<file path="src/rtl/bsg_wormhole_packet_arbiter.sv">
// Round-robin wormhole packet arbiter: holds one input for a whole packet (header + len body flits).
// Optional per-input completed-packet counters: define BSG_WORMHOLE_PACKET_ARB_PKT_CNT_EN.
module bsg_wormhole_packet_arbiter #(
    parameter int unsigned num_in_p     = 4,
    parameter int unsigned flit_width_p = 32,
    parameter int unsigned cord_width_p = 8,
    parameter int unsigned len_width_p  = 4
) (
    input  logic                                    clk_i,
    input  logic                                    reset_n_i,
    input  logic [num_in_p-1:0]                     links_v_i,
    input  logic [num_in_p-1:0][flit_width_p-1:0]   links_data_i,
    output logic [num_in_p-1:0]                     links_yumi_o,
    output logic                                    out_v_o,
    output logic [flit_width_p-1:0]                 out_data_o,
    input  logic                                    out_ready_and_i,
    output logic [num_in_p-1:0]                     grant_o,
    output logic                                    busy_o,
    output logic [num_in_p-1:0][15:0]               pkt_count_o
);
    localparam int unsigned idx_w = (num_in_p > 1) ? $clog2(num_in_p) : 1;

    typedef enum logic {IDLE = 1'b0, LOCKED = 1'b1} state_e;

    state_e                 state_q, state_d;
    logic [len_width_p-1:0] cnt_q, cnt_d;
    logic [idx_w-1:0]       rr_q, rr_d;
    logic [idx_w-1:0]       lock_q, lock_d;
    logic [idx_w-1:0]       sel_idx;
    logic [idx_w-1:0]       cur_idx;
    logic [idx_w-1:0]       next_ptr;
    logic                   sel_found;
    logic [len_width_p-1:0] hdr_len;
    logic                   xfer;
    int unsigned            scan_j;

    // First valid input at or after rr_q, wrapping upward
    always_comb begin
        sel_found = 1'b0;
        sel_idx   = '0;
        scan_j    = 0;
        for (int unsigned k = 0; k < num_in_p; k++) begin
            scan_j = 32'(rr_q) + k;
            if (scan_j >= num_in_p) scan_j = scan_j - num_in_p;
            if (!sel_found && links_v_i[idx_w'(scan_j)]) begin
                sel_found = 1'b1;
                sel_idx   = idx_w'(scan_j);
            end
        end
    end

    assign cur_idx  = (state_q == LOCKED) ? lock_q : sel_idx;
    assign next_ptr = (cur_idx == idx_w'(num_in_p - 1)) ? '0 : cur_idx + idx_w'(1);
    assign hdr_len  = links_data_i[cur_idx][cord_width_p +: len_width_p];

    // Outputs are forced low while reset is held, even though IDLE selection is combinational
    always_comb begin
        grant_o = '0;
        out_v_o = 1'b0;
        if (reset_n_i) begin
            if (state_q == LOCKED) begin
                grant_o[cur_idx] = 1'b1;
                out_v_o          = links_v_i[cur_idx];
            end else if (sel_found) begin
                grant_o[cur_idx] = 1'b1;
                out_v_o          = 1'b1;
            end
        end
    end

    assign out_data_o   = links_data_i[cur_idx];
    assign xfer         = out_v_o & out_ready_and_i;
    assign links_yumi_o = grant_o & {num_in_p{xfer}};
    assign busy_o       = (state_q == LOCKED);

    always_comb begin
        state_d = state_q;
        cnt_d   = cnt_q;
        rr_d    = rr_q;
        lock_d  = lock_q;
        case (state_q)
            IDLE: begin
                if (xfer) begin
                    if (hdr_len == '0) begin
                        rr_d = next_ptr;
                    end else begin
                        state_d = LOCKED;
                        cnt_d   = hdr_len;
                        lock_d  = cur_idx;
                    end
                end
            end
            LOCKED: begin
                if (xfer) begin
                    cnt_d = cnt_q - len_width_p'(1);
                    if (cnt_q == len_width_p'(1)) begin
                        state_d = IDLE;
                        rr_d    = next_ptr;
                    end
                end
            end
            default: state_d = IDLE;
        endcase
    end

    always_ff @(posedge clk_i or negedge reset_n_i) begin
        if (!reset_n_i) begin
            state_q <= IDLE;
            cnt_q   <= '0;
            rr_q    <= '0;
            lock_q  <= '0;
        end else begin
            state_q <= state_d;
            cnt_q   <= cnt_d;
            rr_q    <= rr_d;
            lock_q  <= lock_d;
        end
    end

`ifdef BSG_WORMHOLE_PACKET_ARB_PKT_CNT_EN
    logic                     pkt_done;
    logic [num_in_p-1:0][15:0] pkt_cnt_q;

    // A packet completes on a zero-length header or on the tail flit
    assign pkt_done = xfer & (((state_q == IDLE) && (hdr_len == '0)) ||
                              ((state_q == LOCKED) && (cnt_q == len_width_p'(1))));

    always_ff @(posedge clk_i or negedge reset_n_i) begin
        if (!reset_n_i) begin
            pkt_cnt_q <= '0;
        end else if (pkt_done) begin
            pkt_cnt_q[cur_idx] <= pkt_cnt_q[cur_idx] + 16'd1;
        end
    end

    assign pkt_count_o = pkt_cnt_q;
`else
    assign pkt_count_o = '0;
`endif

endmodule

</file>
<file path="config.mk">
export PLATFORM = sky130hd
export DESIGN_NAME = bsg_wormhole_packet_arbiter
export DESIGN_NICKNAME = d
export VERILOG_FILES = /design/src/rtl/bsg_wormhole_packet_arbiter.sv
export SDC_FILE = /design/constraint.sdc
export NUM_CORES = 1
export LEC_CHECK = 0
export ABC_AREA = 1
export CORE_MARGIN = 2
export CORE_UTILIZATION = 32
export DETAILED_ROUTE_END_ITERATION = 7
export GPL_ROUTABILITY_DRIVEN = 0
export PLACE_DENSITY = 0.84
export SYNTH_ARGS = -nofsm -noshare
export SYNTH_HDL_FRONTEND = slang
export SYNTH_SLANG_ARGS = --single-unit
</file>
<file path="constraint.sdc">
create_clock -name clk_i -period 3 [get_ports clk_i]
set_clock_uncertainty 0.15 [all_clocks]
set_input_delay 0.6 -clock clk_i [delete_from_list [all_inputs] [get_ports clk_i]]
set_output_delay 0.6 -clock clk_i [all_outputs]
set_load 0.03 [all_outputs]
</file>
Yosys cells after proc, flatten, opt, wreduce, memory -nomap -nowiden
Cells that the tools add are included.
{ "classes": {"n_addsub": 9, "order_cmp": 10, "eq_ne": 7, "n_mux": 48, "bitwise": 4, "reduce_logical": 11} }
{ "ops": {"columns": ["op", "count"], "rows": [
  ["binary-select mux 32 bit (select 2 bit)", 1],
  ["2-to-1 mux 32 bit", 1],
  ["2-to-1 mux 2 bit", 14],
  ["2-to-1 mux 4 bit", 6],
  ["2-to-1 mux 1 bit", 17],
  ["< comparator 2 x 3 -> 1 bit, second input constant", 5],
  ["binary-select mux 1 bit (select 2 bit)", 5],
  ["greater-or-equal comparator 3 bit, second input constant", 3],
  ["case mux 4 bit (2 select lines)", 1],
  ["subtractor 2 x 1 -> 2 bit, second input constant", 4],
  ["adder 2 x 2 -> 3 bit, second input constant", 2],
  ["inequality test 2 bit, second input constant", 3],
  ["AND reduction 3 bit", 2],
  ["bitwise AND 4 bit", 1],
  ["equality test 4 x 1 -> 1 bit, second input constant", 1],
  ["logical AND 1 bit", 4],
  ["logical NOT 4 bit", 1],
  ["inequality test 2 x 1 -> 1 bit, second input constant", 2],
  ["case mux 2 bit (2 select lines)", 1],
  ["AND reduction 4 bit", 1],
  ["subtractor 4 x 1 -> 4 bit, second input constant", 1],
  ["adder 2 x 1 -> 3 bit, second input constant", 1],
  ["greater-or-equal comparator 2 x 3 -> 1 bit, second input constant", 1],
  ["logical NOT 1 bit", 3],
  ["other kinds (7)", 8]
]} }
{ "totals": {"reg_bits": 9, "out_inout_bits": 106} }

Depth between registers and ports, before layout
Gate-level depths: netlist (run 1).
{ "depth": {"word_depth": 23, "ltp_mapped": 21, "mapped_depth_nobuf": 20} }

Worst setup path before layout (run 1)
Ideal clock, no wire load.
{ "synth_timing": {"kind": "input-to-output", "from": "input port links_v_i[3]", "to": "output port grant_o[3]", "arrival_ns": 2.331, "required_ns": 2.250, "path_slack_ns": -0.081, "stages": 14, "n_path_buf": 2, "path_cell_list": "inv_1 > nand2_2 > nand3_1 > nand2_1 > nor2_1 > nand3_1 > nand3_1 > nand2_1 > nand2_1 > buf_4 > clkbuf_1 > ha_1 > inv_1 > nor2_1"} }
{ "synth_via": {"elab_chain_cells": 20, "elab_cells_between_ends": 31} }
{ "synth_lines": {"columns": ["element", "line", "text"], "rows": [
  ["start: declaration", "11", "input logic [num_in_p-1:0] links_v_i,"],
  ["binary-select mux 1 bit (select 2 bit)", "45", "if (!sel_found && links_v_i[idx_w'(scan_j)]) begin"],
  ["2-to-1 mux 1 bit (implied by the code)", "45", null],
  ["2-to-1 mux 1 bit", "45", null],
  ["logical NOT 1 bit", "45", null],
  ["logical AND 1 bit", "45", null],
  ["2-to-1 mux 1 bit", "45", null],
  ["logical NOT 1 bit", "45", null],
  ["logical AND 1 bit", "45", null],
  ["[... 5 more ...]", null, null],
  ["via cur_idx[1]", "30", "logic [idx_w-1:0] cur_idx;"],
  ["< comparator 2 x 3 -> 1 bit (implied by the code) / greater-or-equal comparator 2 x 1 -> 1 bit (equally long branches)", "62, 65", null],
  ["logical AND 1 bit (implied by the code)", "62, 65", null],
  ["2-to-1 mux 1 bit (implied by the code)", "62, 65", null],
  ["demux 1 bit (select 2 bit) (*)", "62, 65", null],
  ["2-to-1 mux 4 bit", "64", "end else if (sel_found) begin"],
  ["2-to-1 mux 4 bit (*)", "61", "if (state_q == LOCKED) begin"],
  ["2-to-1 mux 4 bit (*)", "60", "if (reset_n_i) begin"],
  ["end: declaration", "17", "output logic [num_in_p-1:0] grant_o,"]
]} }
Mark *: on every way through the listed nets, which the timed path passes. The rest lies on a longest branch. The select of a mux whose other input is x is not followed.

Worst setup path after layout (run 1)
{ "layout_timing": {"from": "register rr_q[0]", "to": "output port links_yumi_o[2]"} }
{ "layout_via": {"elab_chain_cells": 23, "elab_cells_between_ends": 53} }
{ "layout_lines": {"columns": ["element", "line", "text"], "rows": [
  ["start: declaration", "27", "logic [idx_w-1:0] rr_q, rr_d;"],
  ["start signal: assignment", "115", "rr_q <= rr_d;"],
  ["branches (longest 22 deep; another with adder 2 x 1 -> 3 bit)", null, null],
  ["bitwise AND 4 bit (*)", "73", "assign links_yumi_o = grant_o & {num_in_p{xfer}};"],
  ["end: declaration", "13", "output logic [num_in_p-1:0] links_yumi_o,"]
]} }
Every way passes the cells marked *. The select of a mux whose other input is x is not followed.

==> impl_metrics.sql, run 1 <==
INSERT INTO impl_metrics (metric_group, metric, value, unit) VALUES
('synthesis', 'synth_cells', '458', ''),
('sta', 'final.period_utilization', '107', '%'),
('layout', 'post_route_cells_drive_above_1_share', '40.1', '%'),
('floorplanning', 'die_height', '93.7', 'µm'),
('run_status', 'outcome', 'complete, but fails checks', ''),
('layout', 'final_core_utilization', '75.9', '%'),
('detailed_routing', 'wirelength', '13700', 'µm'),
('synthesis', 'synth-seq-area-share', '8.74', '%'),
('floorplanning', 'io_pins', '241', ''),
('layout', 'layout.cells.most_common_list', 'sky130_fd_sc_hd__clkdlybuf4s50_1 (131), sky130_fd_sc_hd__conb_1 (64), sky130_fd_sc_hd__nand2_1 (62)', ''),
('worst_setup_path', 'crit_type', 'flip-flop to output port', ''),
('global_routing', 'groute.usage.overall', '27.7', '%'),
('clock_tree', 'cts_inserted_buffers', '3', ''),
('sta', 'finalSetupViolations', '41', ''),
('worst_setup_path', 'end_kind', 'output port', ''),
('clock_tree', 'cts_max_path_buffers', '2', ''),
('sta', 'achievable-frequency', '310', 'MHz'),
('global_routing', 'grt-ovfl-total', '0', ''),
('detailed_routing', 'route.detailed.drc', '0', ''),
('worst_setup_path', 'timing.critical_path.slowest_cell_delay', '0.47', 'ns'),
('min_path', 'min_path_cells', '2', ''),
('floorplanning', 'row_count', '32', ''),
('layout', 'antenna_cells_inserted', '0', ''),
('detailed_routing', 'detailroute.via_count', '4027', ''),
('min_path', 'timing.hold.worst.class', 'flip-flop to flip-flop', ''),
('clock_tree', 'clockRootBuffer', 'sky130_fd_sc_hd__clkbuf_8', ''),
('min_path', 'holdCritStartpoint', 'cnt_q[3]', ''),
('synthesis', 'yosysUniqueCellTypes', '25', ''),
('floorplanning', 'dieArea', '8780', 'µm²'),
('place', 'placement.io_buffers', '176', ''),
('floorplanning', 'chipWidth', '93.7', 'µm'),
('sta', 'timing.final.max_slew_violations', '0', ''),
('detailed_routing', 'ant_nets', '0', ''),
('clock_tree', 'quantity_of_hold_fixing_buffers_added_after_cts', '0', ''),
('detailed_routing', 'drt_iter0_drcs', '264', ''),
('place', 'dp.final_hpwl', '8440', 'µm'),
('worst_setup_path', 'worst-endpoint-arrival', '2.47', 'ns'),
('power', 'p_leak', '2.66', 'nW'),
('worst_setup_path', 'r2r_cells', '22', ''),
('sta', 'rsz0062_at_grt', 'yes', ''),
('layout', 'final_common_cell', 'sky130_fd_sc_hd__clkdlybuf4s50_1', ''),
('sta', 'report.final.hold_viol_count', '0', ''),
('power', 'total_power_divided_by_cell_area', '1350', 'nW/µm²'),
('floorplanning', 'initial_core_util', '33.2', '%'),
('detailed_routing', 'routed_wire_length_per_instance', '17.4', 'µm'),
('layout', 'layout_overhead_on_the_synthesized_area', '129', '%'),
('run', 'drv.max_cap_violation_count', '0', ''),
('clock_tree', 'clock_sink_count', '9', ''),
('global_routing', 'grt_pass1_vias', '4040', ''),
('synthesis', 'yosysWarningCount', '0', ''),
('floorplanning', 'coreArea', '7770', 'µm²'),
('sta', 'final.setup.worst_slack', '-0.224', 'ns'),
('synthesis', 'synthesis.area', '2580', 'µm²'),
('worst_setup_path', 'critical-path-slowest-cell', 'sky130_fd_sc_hd__dfrtp_2', ''),
('layout', 'final_cell_count_no_fill', '788', ''),
('worst_setup_path', 'regToRegSetupSlack', '0.03', 'ns'),
('clock_tree', 'clock_pin_slew_on_the_worst_setup_and_hold_paths', '0.05', 'ns'),
('worst_setup_path', 'cp.required', '2.25', 'ns'),
('synthesis', 'mean_post_synth_cell_area', '5.62', 'µm²'),
('worst_setup_path', 'rr_startpoint', 'rr_q[0]', ''),
('min_path', 'destination_of_the_worst_hold_path', 'cnt_q[3]', ''),
('clock_tree', 'tritoncts', 'yes', ''),
('global_routing', 'antenna_found_initial', '0', ''),
('run_status', 'failed_checks', 'negative setup slack', ''),
('place', 'post_place_worst_slack', '-0.519', 'ns'),
('global_routing', 'global_route_wire_length_before_repair', '19300', 'µm'),
('detailed_routing', 'vias_per_cell', '5.11', ''),
('place', 'placedCellCount', '747', ''),
('worst_setup_path', 'path_max_fanout', '7', ''),
('worst_setup_path', 'critical_path.reg2reg.endpoint', 'cnt_q[3]', ''),
('worst_setup_path', 'worstSetupStartpointType', 'flip-flop', '');
-- how the worst max path moves through the flow --
| stage | start | end | slack [ns] | cells past startpoint |
|---|---|---|---|---|
| 6_report | rr_q[0] | links_yumi_o[2] | -0.22 | 17 |
| 5_1_grt | rr_q[0] | grant_o[2] | -0.29 | 15 |
| 4_1_cts | rr_q[0] | out_data_o[19] | -0.13 | 16 |
| 3_5_place_dp | links_v_i[3] | out_data_o[16] | -0.52 | 13 |
| 3_3_place_gp | links_v_i[1] | out_data_o[16] | -0.45 | 15 |
| 2_1_floorplan | links_v_i[3] | grant_o[3] | -0.08 | 14 |
-- cells in the mapped netlist, drive strengths merged --
| cell | n | area (µm²) |
|---|---|---|
| nand2 | 110 | 455 |
| buf | 79 | 578 |
| nor2 | 79 | 332 |
| o21ai | 62 | 310 |
| nand3 | 43 | 253 |
| o22ai | 28 | 175 |
| inv | 26 | 97.6 |
| clkbuf | 10 | 37.5 |
| dfrtp | 9 | 225 |
| ha | 6 | 75.1 |
| a21oi | 1 | 5.00 |
| clkinv | 1 | 5.00 |
| conb | 1 | 3.75 |
| nand3b | 1 | 7.51 |
| o21a | 1 | 7.51 |
| xor2 | 1 | 8.76 |
-- cell families (layout without fill, tap and decap cells) --
logic type / count (synthesis) / after routing / share of synthesized area [%]
other cells: 1 / 64 / 0.146
compound gates: 92 / 92 / 19.3
fa+ha+maj: 6 / 6 / 2.91
buf+inv: 116 / 281 / 27.9
simple gates: 233 / 233 / 40.7
xor+xnor: 1 / 1 / 0.340
flops: 9 / 9 / 8.74
-- power breakdown --
part	total [W]	switching, W	internal (W)
Sequential	0.000235	0.0000583	0.000176
Clock	0.000145	0.0000523	0.0000930
Combinational	0.00758	0.00421	0.00337
Total	0.00796	0.00432	0.00364
-- through the flow --
stage	power, W	setup TNS [ns]	cell area, µm²	hold slack [ns]
global route	0.00834	-10.32	5890	0.376
floorplan	0.00352	-0.623	2990	0.154
CTS	0.00710	-3.21	5520	0.329
detailed placement	0.00551	-21.51	4590	0.316
finish	0.00796	-6.90	5890	0.358
global placement	0.00541	-17.76	4590	0.312
-- per-layer routing --
layer / track usage, % / vias to the layer above / part of all wire, %
li1: - / 1832 / -
met1: 28.9 / 1861 / 35
met2: 51.8 / 262 / 52
met3: 5.46 / 72 / 7.3
met4: 14.7 / 0 / 5.3
met5: 0 / - / 0
-- final cells by class --
class | count | area [µm²]
clock buffer | 4 | 45.0
fill | 508 | 1870
inverter | 27 | 136
multi-input combinational | 396 | 2570
sequential | 9 | 228
tap | 102 | 128
timing repair buffer | 249 | 2780
timing repair inverter | 1 | 5.00
-- sequential cells by signal, indices dropped and copies added (netlist names) --
signal	cells
busy_o	1
rr_q	2
lock_q	2
cnt_q	4
-- worst register-to-register path, cell delays in order (launching register included) --
cell and delay (ns):
sky130_fd_sc_hd__dfrtp_2 0.47, sky130_fd_sc_hd__buf_12 0.18, sky130_fd_sc_hd__nand2_2 0.07, sky130_fd_sc_hd__nand2_2 0.09
sky130_fd_sc_hd__nand2_2 0.09, sky130_fd_sc_hd__nand2_2 0.05, sky130_fd_sc_hd__nor2_2 0.11, sky130_fd_sc_hd__nand3_2 0.09
sky130_fd_sc_hd__nand2_2 0.09, sky130_fd_sc_hd__buf_6 0.10, sky130_fd_sc_hd__inv_2 0.04, sky130_fd_sc_hd__nand2_4 0.08
sky130_fd_sc_hd__nand2_8 0.11, sky130_fd_sc_hd__clkbuf_16 0.19, sky130_fd_sc_hd__nand3_1 0.12, sky130_fd_sc_hd__nand2_2 0.10
sky130_fd_sc_hd__buf_4 0.14, sky130_fd_sc_hd__nor2_1 0.19, sky130_fd_sc_hd__nand3_4 0.12, sky130_fd_sc_hd__nand2_4 0.12
sky130_fd_sc_hd__inv_4 0.05, sky130_fd_sc_hd__nand2_1 0.05, sky130_fd_sc_hd__nand2_1 0.05
-- repair_timing --
item	CTS	global route
pin swaps	51	35
setup endpoints to repair	50	47
gates cloned	7	3
buffers inserted	23	4
gates resized for setup	179	96
Note: power is estimated with default switching activity, not from simulation.
==> run 2: changes to the inputs <==
- ABC_AREA: 1 -> 0
- CORE_UTILIZATION: 32 -> 30
- PLACE_DENSITY: 0.84 -> 0.83
- SLEW_MARGIN: default -> 30
==> run 2 against run 1 <==
The run still ends with negative setup slack left. Sequential power is essentially flat. Critical path depth decreased by 5. Sequential share of layout area grew 0.28 points. Hold slack improved by 0.10 ns. Design area decreased by 6.9%. Combinational power is 10% lower. Global-route usage fell by 4.5 points. Maximum frequency rose by 6.1%. Core utilization shrank 4.1 points. Clock-buffer cell count is the same. Largest power group unchanged.
==> impl_metrics.sql, run 2 <==
INSERT INTO impl_metrics (metric_group, metric, value, unit) VALUES
('run_status', 'outcome', 'complete, but fails checks', ''),
('run_status', 'failed_checks', 'negative setup slack', ''),
('worst_setup_path', 'crit_path_cell_trace', 'buf_6 -> buf_6 -> nor2b_4 -> o31a_1 -> nor2_4 -> buf_6 -> buf_12 -> buf_12 -> buf_16 -> nand2_1 -> a31oi_4 -> buf_6', ''),
('worst_setup_path', 'path_max_fanout', '8', ''),
('layout', 'final_net_count', '739', ''),
('worst_setup_path', 'crit_type', 'primary input to output port', ''),
('layout', 'layout_overhead_on_the_synthesized_area', '133', '%'),
('layout', 'post_route_cells_drive_above_1_share', '36.9', '%'),
('synthesis', 'synth-seq-area-share', '9.56', '%'),
('floorplanning', 'row_count', '32', ''),
('sta', 'rsz0062_at_grt', 'yes', ''),
('synthesis', 'synthArstFlopShare', '100', '%'),
('detailed_routing', 'vias_per_cell', '4.89', ''),
('worst_setup_path', 'cp.required', '2.25', 'ns'),
('worst_setup_path', 'rr_startpoint', 'rr_q[1]', ''),
('worst_setup_path', 'critPathTopFamily', 'buffers and inverters', ''),
('detailed_routing', 'route.detailed.drc', '0', ''),
('layout', 'largest_registers', 'cnt_q (4), lock_q (2), rr_q (2)', ''),
('layout', 'largest-register', 'cnt_q', ''),
('clock_tree', 'cts.htree.levels', '1', ''),
('synthesis', 'synth_top_cell_area_share', '20.7', '%'),
('floorplanning', 'dieArea', '8570', 'µm²'),
('clock_tree', 'cts_inserted_buffers', '3', ''),
('layout', 'final.fill_count', '560', ''),
('sta', 'fin_crit', '3.04', 'ns'),
('layout', 'layout.cells.most_common_list', 'sky130_fd_sc_hd__clkdlybuf4s50_1 (131), sky130_fd_sc_hd__nand2_1 (103), sky130_fd_sc_hd__conb_1 (64)', ''),
('layout', 'largest_reg_flops', '4', ''),
('detailed_routing', 'wirelength', '10900', 'µm'),
('sta', 'worst_hold_slack', '0.462', 'ns'),
('worst_setup_path', 'worst-endpoint-arrival', '2.29', 'ns'),
('worst_setup_path', 'critical-path-slowest-cell', 'sky130_fd_sc_hd__o31a_1', ''),
('synthesis', 'synth_cells', '372', ''),
('min_path', 'min_path_cells', '2', ''),
('clock_tree', 'cts_max_path_buffers', '2', ''),
('min_path', 'destination_of_the_worst_hold_path', 'cnt_q[1]', ''),
('detailed_routing', 'detailroute.via_count', '3416', ''),
('layout', 'final_core_utilization', '71.8', '%'),
('global_routing', 'global_route_wire_length_before_repair', '16100', 'µm'),
('power', 'combPwrFrac', '94.7', '%'),
('clock_tree', 'clock_sink_count', '9', ''),
('detailed_routing', 'first_pass_iters', '4', ''),
('synthesis', 'yosysWarningCount', '0', ''),
('clock_tree', 'tritoncts', 'yes', ''),
('sta', 'finalSetupViolations', '12', ''),
('floorplanning', 'coreArea', '7650', 'µm²'),
('clock_tree', 'clkLatencyLatePin', '0.23', 'ns'),
('worst_setup_path', 'worstSetupStartpointType', 'primary input', ''),
('detailed_routing', 'drt_iter0_drcs', '88', ''),
('place', 'post_place_worst_slack', '-0.673', 'ns'),
('floorplanning', 'initial_core_util', '30.8', '%'),
('power', 'ir_worst_vdd', '0.952', 'mV'),
('detailed_routing', 'routed_wire_length_per_instance', '15.6', 'µm'),
('worst_setup_path', 'end_kind', 'output port', ''),
('synthesis', 'synth.cells.most_frequent', 'sky130_fd_sc_hd__nand2_1 (117), sky130_fd_sc_hd__buf_4 (65), sky130_fd_sc_hd__and3_1 (29)', ''),
('synthesis', 'postSynthRegisterBits', '9', ''),
('clock_tree', 'quantity_of_hold_fixing_buffers_added_after_cts', '0', ''),
('sta', 'report.final.hold_viol_count', '0', ''),
('sta', 'timing.final.max_slew_violations', '0', ''),
('global_routing', 'antenna_found_initial', '0', ''),
('floorplanning', 'chipWidth', '92.6', 'µm'),
('worst_setup_path', 'regToRegSetupSlack', '0.05', 'ns'),
('sta', 'final.setup.worst_slack', '-0.0376', 'ns'),
('run', 'drv.max_cap_violation_count', '0', ''),
('synthesis', 'number_of_synthesized_flops_with_an_enable_pin', '0', ''),
('global_routing', 'grt_pass1_vias', '3317', ''),
('worst_setup_path', 'worstSetupStartpoint', 'links_v_i[0]', ''),
('synthesis', 'synth.area.top_cells', 'sky130_fd_sc_hd__buf_4 (21%), sky130_fd_sc_hd__nand2_1 (19%), sky130_fd_sc_hd__dfrtp_1 (9.6%), sky130_fd_sc_hd__and3_1 (7.7%), sky130_fd_sc_hd__a31oi_1 (7.4%)', ''),
('sta', 'achievable-frequency', '329', 'MHz'),
('power', 'total_power_divided_by_cell_area', '1310', 'nW/µm²'),
('worst_setup_path', 'path_buf_inv', '7', ''),
('worst_setup_path', 'timing.critical_path.slowest_cell_delay', '0.28', 'ns'),
('place', 'placement.io_buffers', '176', ''),
('clock_tree', 'clock_pin_slew_on_the_worst_setup_and_hold_paths', '0.05', 'ns'),
('power', 'p_leak', '2.34', 'nW'),
('layout', 'final_common_cell', 'sky130_fd_sc_hd__clkdlybuf4s50_1', ''),
('floorplanning', 'die_height', '92.6', 'µm'),
('min_path', 'holdCritStartpoint', 'cnt_q[1]', ''),
('clock_tree', 'clockRootBuffer', 'sky130_fd_sc_hd__clkbuf_8', ''),
('synthesis', 'mean_post_synth_cell_area', '6.33', 'µm²'),
('global_routing', 'grt_max_degree', '32', ''),
('layout', 'antenna_cells_inserted', '0', ''),
('power', 'cellInternalPower', '0.00353', 'W'),
('worst_setup_path', 'r2r_cells', '9', ''),
('power', 'total_switching_power', '0.00365', 'W'),
('power', 'share_clk_of_total_power', '2.0', '%'),
('synthesis', 'ys_dominant_reg_cell', 'sky130_fd_sc_hd__dfrtp_1', ''),
('synthesis', 'yosysUniqueCellTypes', '45', ''),
('detailed_routing', 'ant_nets', '0', ''),
('sta', 'final.period_utilization', '101', '%'),
('synthesis', 'synth_area_leader_cell', 'sky130_fd_sc_hd__buf_4', ''),
('power', 'power_switching_share', '50.9', '%'),
('power', 'flop_pwr_share', '3.3', '%'),
('min_path', 'timing.hold.worst.class', 'flip-flop to flip-flop', ''),
('worst_setup_path', 'critical_path.reg2reg.endpoint', 'rr_q[1]', ''),
('global_routing', 'grt-ovfl-total', '0', ''),
('global_routing', 'groute.usage.overall', '23.3', '%'),
('synthesis', 'most_repeated_cell_in_the_gate_level_netlist_after_synthesis', 'sky130_fd_sc_hd__nand2_1', ''),
('synthesis', 'synthesis.area', '2350', 'µm²'),
('floorplanning', 'io_pins', '241', ''),
('worst_setup_path', 'timing.critical_path.mode_cell', 'sky130_fd_sc_hd__buf_6', ''),
('place', 'dp.final_hpwl', '7940', 'µm');
==> run 2: changes by cell type in the layout (fill, tap and decap cells not counted), sizes merged, moves of 7 or more <==
cell   before  now
nor2       79    5
o21ai      62   15
nand3      43    6
and3        0   29
a31oi       0   28
o22ai      28    1
inv        25    9
and2        0    9
a32oi       0    8
nand2     110  117
==> run 2: final cells by class <==
class	count	area (µm²)	share of cell area, %
multi-input cells	329	2500	45.5
repair buffers	245	2550	46.5
flip-flops and latches	9	228	4.15
clock buffers	4	45.0	0.820
well taps	102	128	2.32
inverters	10	38.8	0.706
==> run 2: cell families after synthesis <==
kind of cell	synth area share (%)
AND/OR/NAND/NOR	34.0
AO/OA/AOI/OAI	24.4
adder cells (fa/ha/maj)	3.19
multiplexers	2.82
other	0.159
flip-flops	9.56
buffers and inverters	25.9
==> run 2: worst reg2reg max path: cells and delay by family (launching register included) <==
kind	cells	cell delay [ns]
mux	2	0.64
compound gates	3	0.57
flops	1	0.44
buf+inv	2	0.28
simple gates	2	0.75
==> run 2: layer usage <==
metal / vias to the layer above / share of wire (%) / GRT usage, %
met3: 19 / 6.7 / 3.50
li1: 1618 / - / -
met2: 171 / 53 / 44.0
met4: 0 / 1.7 / 4.98
met1: 1608 / 38 / 27.4
met5: - / 0 / 0
==> run 2: what timing repair did <==
item                       CTS  global route
pin swaps                   18             9
gates resized for setup    122            48
cloned                       2             0
setup endpoints to repair   50            43
buffers inserted            13            11
==> run 2: per-stage QoR <==
stage               TNS (ns)  instances  power [W]  cell area, µm²
finish                -0.125        699    0.00718            5490
global route           -2.11        699    0.00756            5490
CTS                    -1.57        690    0.00683            5290
detailed placement    -24.83        673    0.00554            4700
global placement      -22.48        673    0.00546            4700
floorplan             -0.104        435    0.00386            3120
==> run 2: power by group through the flow <==
stage	registers, W	logic, W	clock network [W]
after CTS	0.000237	0.00645	0.000145
after detailed placement	0.000232	0.00531	0
final	0.000237	0.00679	0.000144
after global routing	0.000243	0.00716	0.000155
after floorplan	0.000228	0.00364	0
after global placement	0.000229	0.00523	0
==> run 2: worst max-delay path by stage <==
stage	slack [ns]	cells past startpoint	to
3_5_place_dp	-0.67	9	grant_o[3]
5_1_grt	-0.09	10	out_data_o[6]
6_report	-0.04	12	out_data_o[30]
4_1_cts	-0.08	12	out_data_o[25]
2_1_floorplan	-0.10	8	rr_q[1]
3_3_place_gp	-0.61	9	grant_o[3]
==> run 3: changes to the inputs <==
- CORE_AREA: default -> 2 2 95 97
- CORE_MARGIN: 2 -> default
- CORE_UTILIZATION: 30 -> default
- DIE_AREA: default -> 0 0 97 99
- PLACE_DENSITY: 0.83 -> 0.77
- clock period: 3 -> 3.8 ns (I/O delays scaled with it)
==> run 3 against run 2 <==
The flow now finishes without violations. Total power is 46% lower. Critical path type unchanged. Final cell count is 3.9% lower. First-iteration DRC count is 25% higher. Via count is 7.0% lower. Global-route usage is 6.4 points lower. Largest cell class unchanged. Critical endpoint is now links_yumi_o[0]. Highest routed layer unchanged.
==> impl_metrics.sql, run 3 (synthesis results as in run 2) <==
INSERT INTO impl_metrics (metric_group, metric, value, unit) VALUES
('sta', 'fin_crit', '3.75', 'ns'),
('layout', 'antenna_cells_inserted', '0', ''),
('worst_setup_path', 'crit_type', 'primary input to output port', ''),
('global_routing', 'grt_pass1_vias', '3039', ''),
('global_routing', 'groute.usage.overall', '16.8', '%'),
('floorplanning', 'row_count', '34', ''),
('clock_tree', 'cts_max_path_buffers', '2', ''),
('floorplanning', 'coreArea', '8550', 'µm²'),
('global_routing', 'global_route_wire_length_before_repair', '13800', 'µm'),
('layout', 'largest_registers', 'cnt_q (4), lock_q (2), rr_q (2)', ''),
('layout', 'final.fill_count', '820', ''),
('layout', 'final_net_count', '706', ''),
('detailed_routing', 'route.detailed.drc', '0', ''),
('layout', 'layout_overhead_on_the_synthesized_area', '81.7', '%'),
('global_routing', 'grt-ovfl-total', '0', ''),
('power', 'share_clk_of_total_power', '2.8', '%'),
('worst_setup_path', 'end_kind', 'output port', ''),
('worst_setup_path', 'regToRegSetupSlack', '0.50', 'ns'),
('floorplanning', 'die_height', '99', 'µm'),
('clock_tree', 'cts_inserted_buffers', '3', ''),
('min_path', 'min_path_cells', '2', ''),
('sta', 'achievable-frequency', '267', 'MHz'),
('min_path', 'destination_of_the_worst_hold_path', 'lock_q[1]', ''),
('floorplanning', 'chipWidth', '97', 'µm'),
('layout', 'final_common_cell', 'sky130_fd_sc_hd__clkdlybuf4s50_1', ''),
('clock_tree', 'clock_pin_slew_on_the_worst_setup_and_hold_paths', '0.04', 'ns'),
('sta', 'final.period_utilization', '98.7', '%'),
('power', 'p_leak', '2.00', 'nW'),
('power', 'flop_pwr_share', '5.0', '%'),
('clock_tree', 'clkLatencyLatePin', '0.23', 'ns'),
('power', 'power_switching_share', '56.4', '%'),
('detailed_routing', 'vias_per_cell', '4.73', ''),
('power', 'combPwrFrac', '92.1', '%'),
('power', 'ir_worst_vdd', '0.456', 'mV'),
('worst_setup_path', 'critical_path.reg2reg.endpoint', 'rr_q[1]', ''),
('power', 'report.power.total', '0.00390', 'W'),
('layout', 'post_route_cells_drive_above_1_share', '17.2', '%'),
('power', 'total_switching_power', '0.00220', 'W'),
('sta', 'worst_slew_pin_tran', '0.615', 'ns'),
('run_status', 'outcome', 'finished, final reports clean', ''),
('layout', 'final_cell_count_no_fill', '672', ''),
('clock_tree', 'clockRootBuffer', 'sky130_fd_sc_hd__clkbuf_8', ''),
('place', 'dp.final_hpwl', '7150', 'µm'),
('layout', 'largest_reg_flops', '4', ''),
('floorplanning', 'initial_core_util', '27.5', '%'),
('sta', 'final.setup.tns', '0', 'ns'),
('sta', 'slew_headroom', '59.0', '%'),
('power', 'total_power_divided_by_cell_area', '911', 'nW/µm²'),
('worst_setup_path', 'r2r_cells', '9', ''),
('clock_tree', 'tritoncts', 'yes', ''),
('min_path', 'timing.hold.worst.class', 'flip-flop to flip-flop', ''),
('global_routing', 'grt_max_degree', '40', ''),
('run', 'drv.max_cap_violation_count', '0', ''),
('worst_setup_path', 'worstSetupStartpointType', 'primary input', ''),
('worst_setup_path', 'cp.required', '2.89', 'ns'),
('sta', 'report.final.hold_viol_count', '0', ''),
('layout', 'layout.cells.most_common_list', 'sky130_fd_sc_hd__clkdlybuf4s50_1 (134), sky130_fd_sc_hd__nand2_1 (116), sky130_fd_sc_hd__buf_4 (68)', ''),
('worst_setup_path', 'worstSetupStartpoint', 'links_v_i[2]', ''),
('sta', 'finalSetupViolations', '0', ''),
('clock_tree', 'cts.htree.levels', '1', ''),
('detailed_routing', 'wirelength', '9200', 'µm'),
('sta', 'worst_hold_slack', '0.414', 'ns'),
('detailed_routing', 'routed_wire_length_per_instance', '13.7', 'µm'),
('min_path', 'holdCritStartpoint', 'lock_q[1]', ''),
('sta', 'timing.final.max_slew_violations', '0', ''),
('worst_setup_path', 'path_max_fanout', '7', ''),
('global_routing', 'antenna_found_initial', '0', ''),
('clock_tree', 'quantity_of_hold_fixing_buffers_added_after_cts', '0', ''),
('floorplanning', 'dieArea', '9600', 'µm²'),
('worst_setup_path', 'worst-endpoint-arrival', '2.84', 'ns'),
('detailed_routing', 'detailroute.via_count', '3177', ''),
('sta', 'rsz0062_at_grt', 'yes', ''),
('clock_tree', 'clock_sink_count', '9', ''),
('worst_setup_path', 'rr_startpoint', 'busy_o', ''),
('floorplanning', 'io_pins', '241', ''),
('place', 'placement.io_buffers', '176', ''),
('detailed_routing', 'drt_iter0_drcs', '110', ''),
('place', 'placedCellCount', '663', ''),
('layout', 'largest-register', 'cnt_q', ''),
('power', 'cellInternalPower', '0.00170', 'W'),
('detailed_routing', 'ant_nets', '0', ''),
('detailed_routing', 'first_pass_iters', '4', '');
-- run 3: changes by cell type in the layout (fill, tap and decap cells not counted), sizes merged --
cell           previous run  this run
inv                       9        10
clkdlybuf4s50           131       134
clkdlybuf4s15             1         0
dlymetal6s2s              0         1
buf                     112        75
clkbuf                    4         6
clkinv                    1         0
bufbuf                    1         0
-- run 3: repair_timing --
item | 4_1_cts | 5_1_grt
setup buffers | 0 | 3
endpoints found under the setup margin | 4 | 33
resized for setup | 1 | 15
cloned | 0 | 2
pin swaps | 0 | 3
-- run 3: worst max path at each step --
| stage | cells past startpoint | endpoint | slack (ns) |
|---|---|---|---|
| 2_1_floorplan | 9 | out_data_o[1] | 0.005 |
| 3_3_place_gp | 9 | links_yumi_o[2] | 0.02 |
| 3_5_place_dp | 9 | links_yumi_o[0] | -0.07 |
| 4_1_cts | 9 | out_data_o[23] | 0.02 |
| 5_1_grt | 9 | links_yumi_o[0] | -0.07 |
| 6_report | 9 | links_yumi_o[0] | 0.05 |
-- run 3: critical path, cell delays in order --
cell and delay [ns]:
sky130_fd_sc_hd__clkdlybuf4s50_1 0.54, sky130_fd_sc_hd__nor4b_1 0.28, sky130_fd_sc_hd__buf_4 0.18, sky130_fd_sc_hd__a221oi_4 0.03, sky130_fd_sc_hd__buf_4 0.20, sky130_fd_sc_hd__a21bo_2 0.22
sky130_fd_sc_hd__a211oi_4 0.28, sky130_fd_sc_hd__and2_1 0.18, sky130_fd_sc_hd__buf_4 0.16
-- run 3: area by class of cell --
class                      count  area (µm²)  share of cell area (%)
inverter                      10        40.0                   0.936
clock buffer                   4        45.0                    1.05
sequential                     9         225                    5.26
multi-input combinational    329        1800                    42.0
tap                          108         135                    3.16
timing repair buffer         212        2040                    47.6
-- run 3: power by group through the flow --
| stage | Sequential, W | Clock (W) | Combinational [W] |
|---|---|---|---|
| 4_1_cts | 0.000190 | 0.000115 | 0.00340 |
| 3_3_place_gp | 0.000188 | 0 | 0.00333 |
| 3_5_place_dp | 0.000192 | 0 | 0.00339 |
| 2_1_floorplan | 0.000177 | 0 | 0.00214 |
| 6_report | 0.000197 | 0.000110 | 0.00359 |
| 5_1_grt | 0.000203 | 0.000121 | 0.00386 |
-- run 3: through the flow --
stage / util (%) / worst slack [ns] / cell area, µm²
2_1_floorplan: - / 0.00476 / 2590
3_3_place_gp: 47.8 / 0.0180 / 4090
3_5_place_dp: 47.8 / -0.0679 / 4090
4_1_cts: 48.4 / 0.0184 / 4140
5_1_grt: 50.0 / -0.0728 / 4280
6_report: 50.0 / 0.0508 / 4280
-- run 3: routing by layer --
layer	track usage [%]	share of wire, %
met5	0	0
met4	4.33	1.1
met3	3.19	7.2
met2	32.5	53
met1	18.8	39
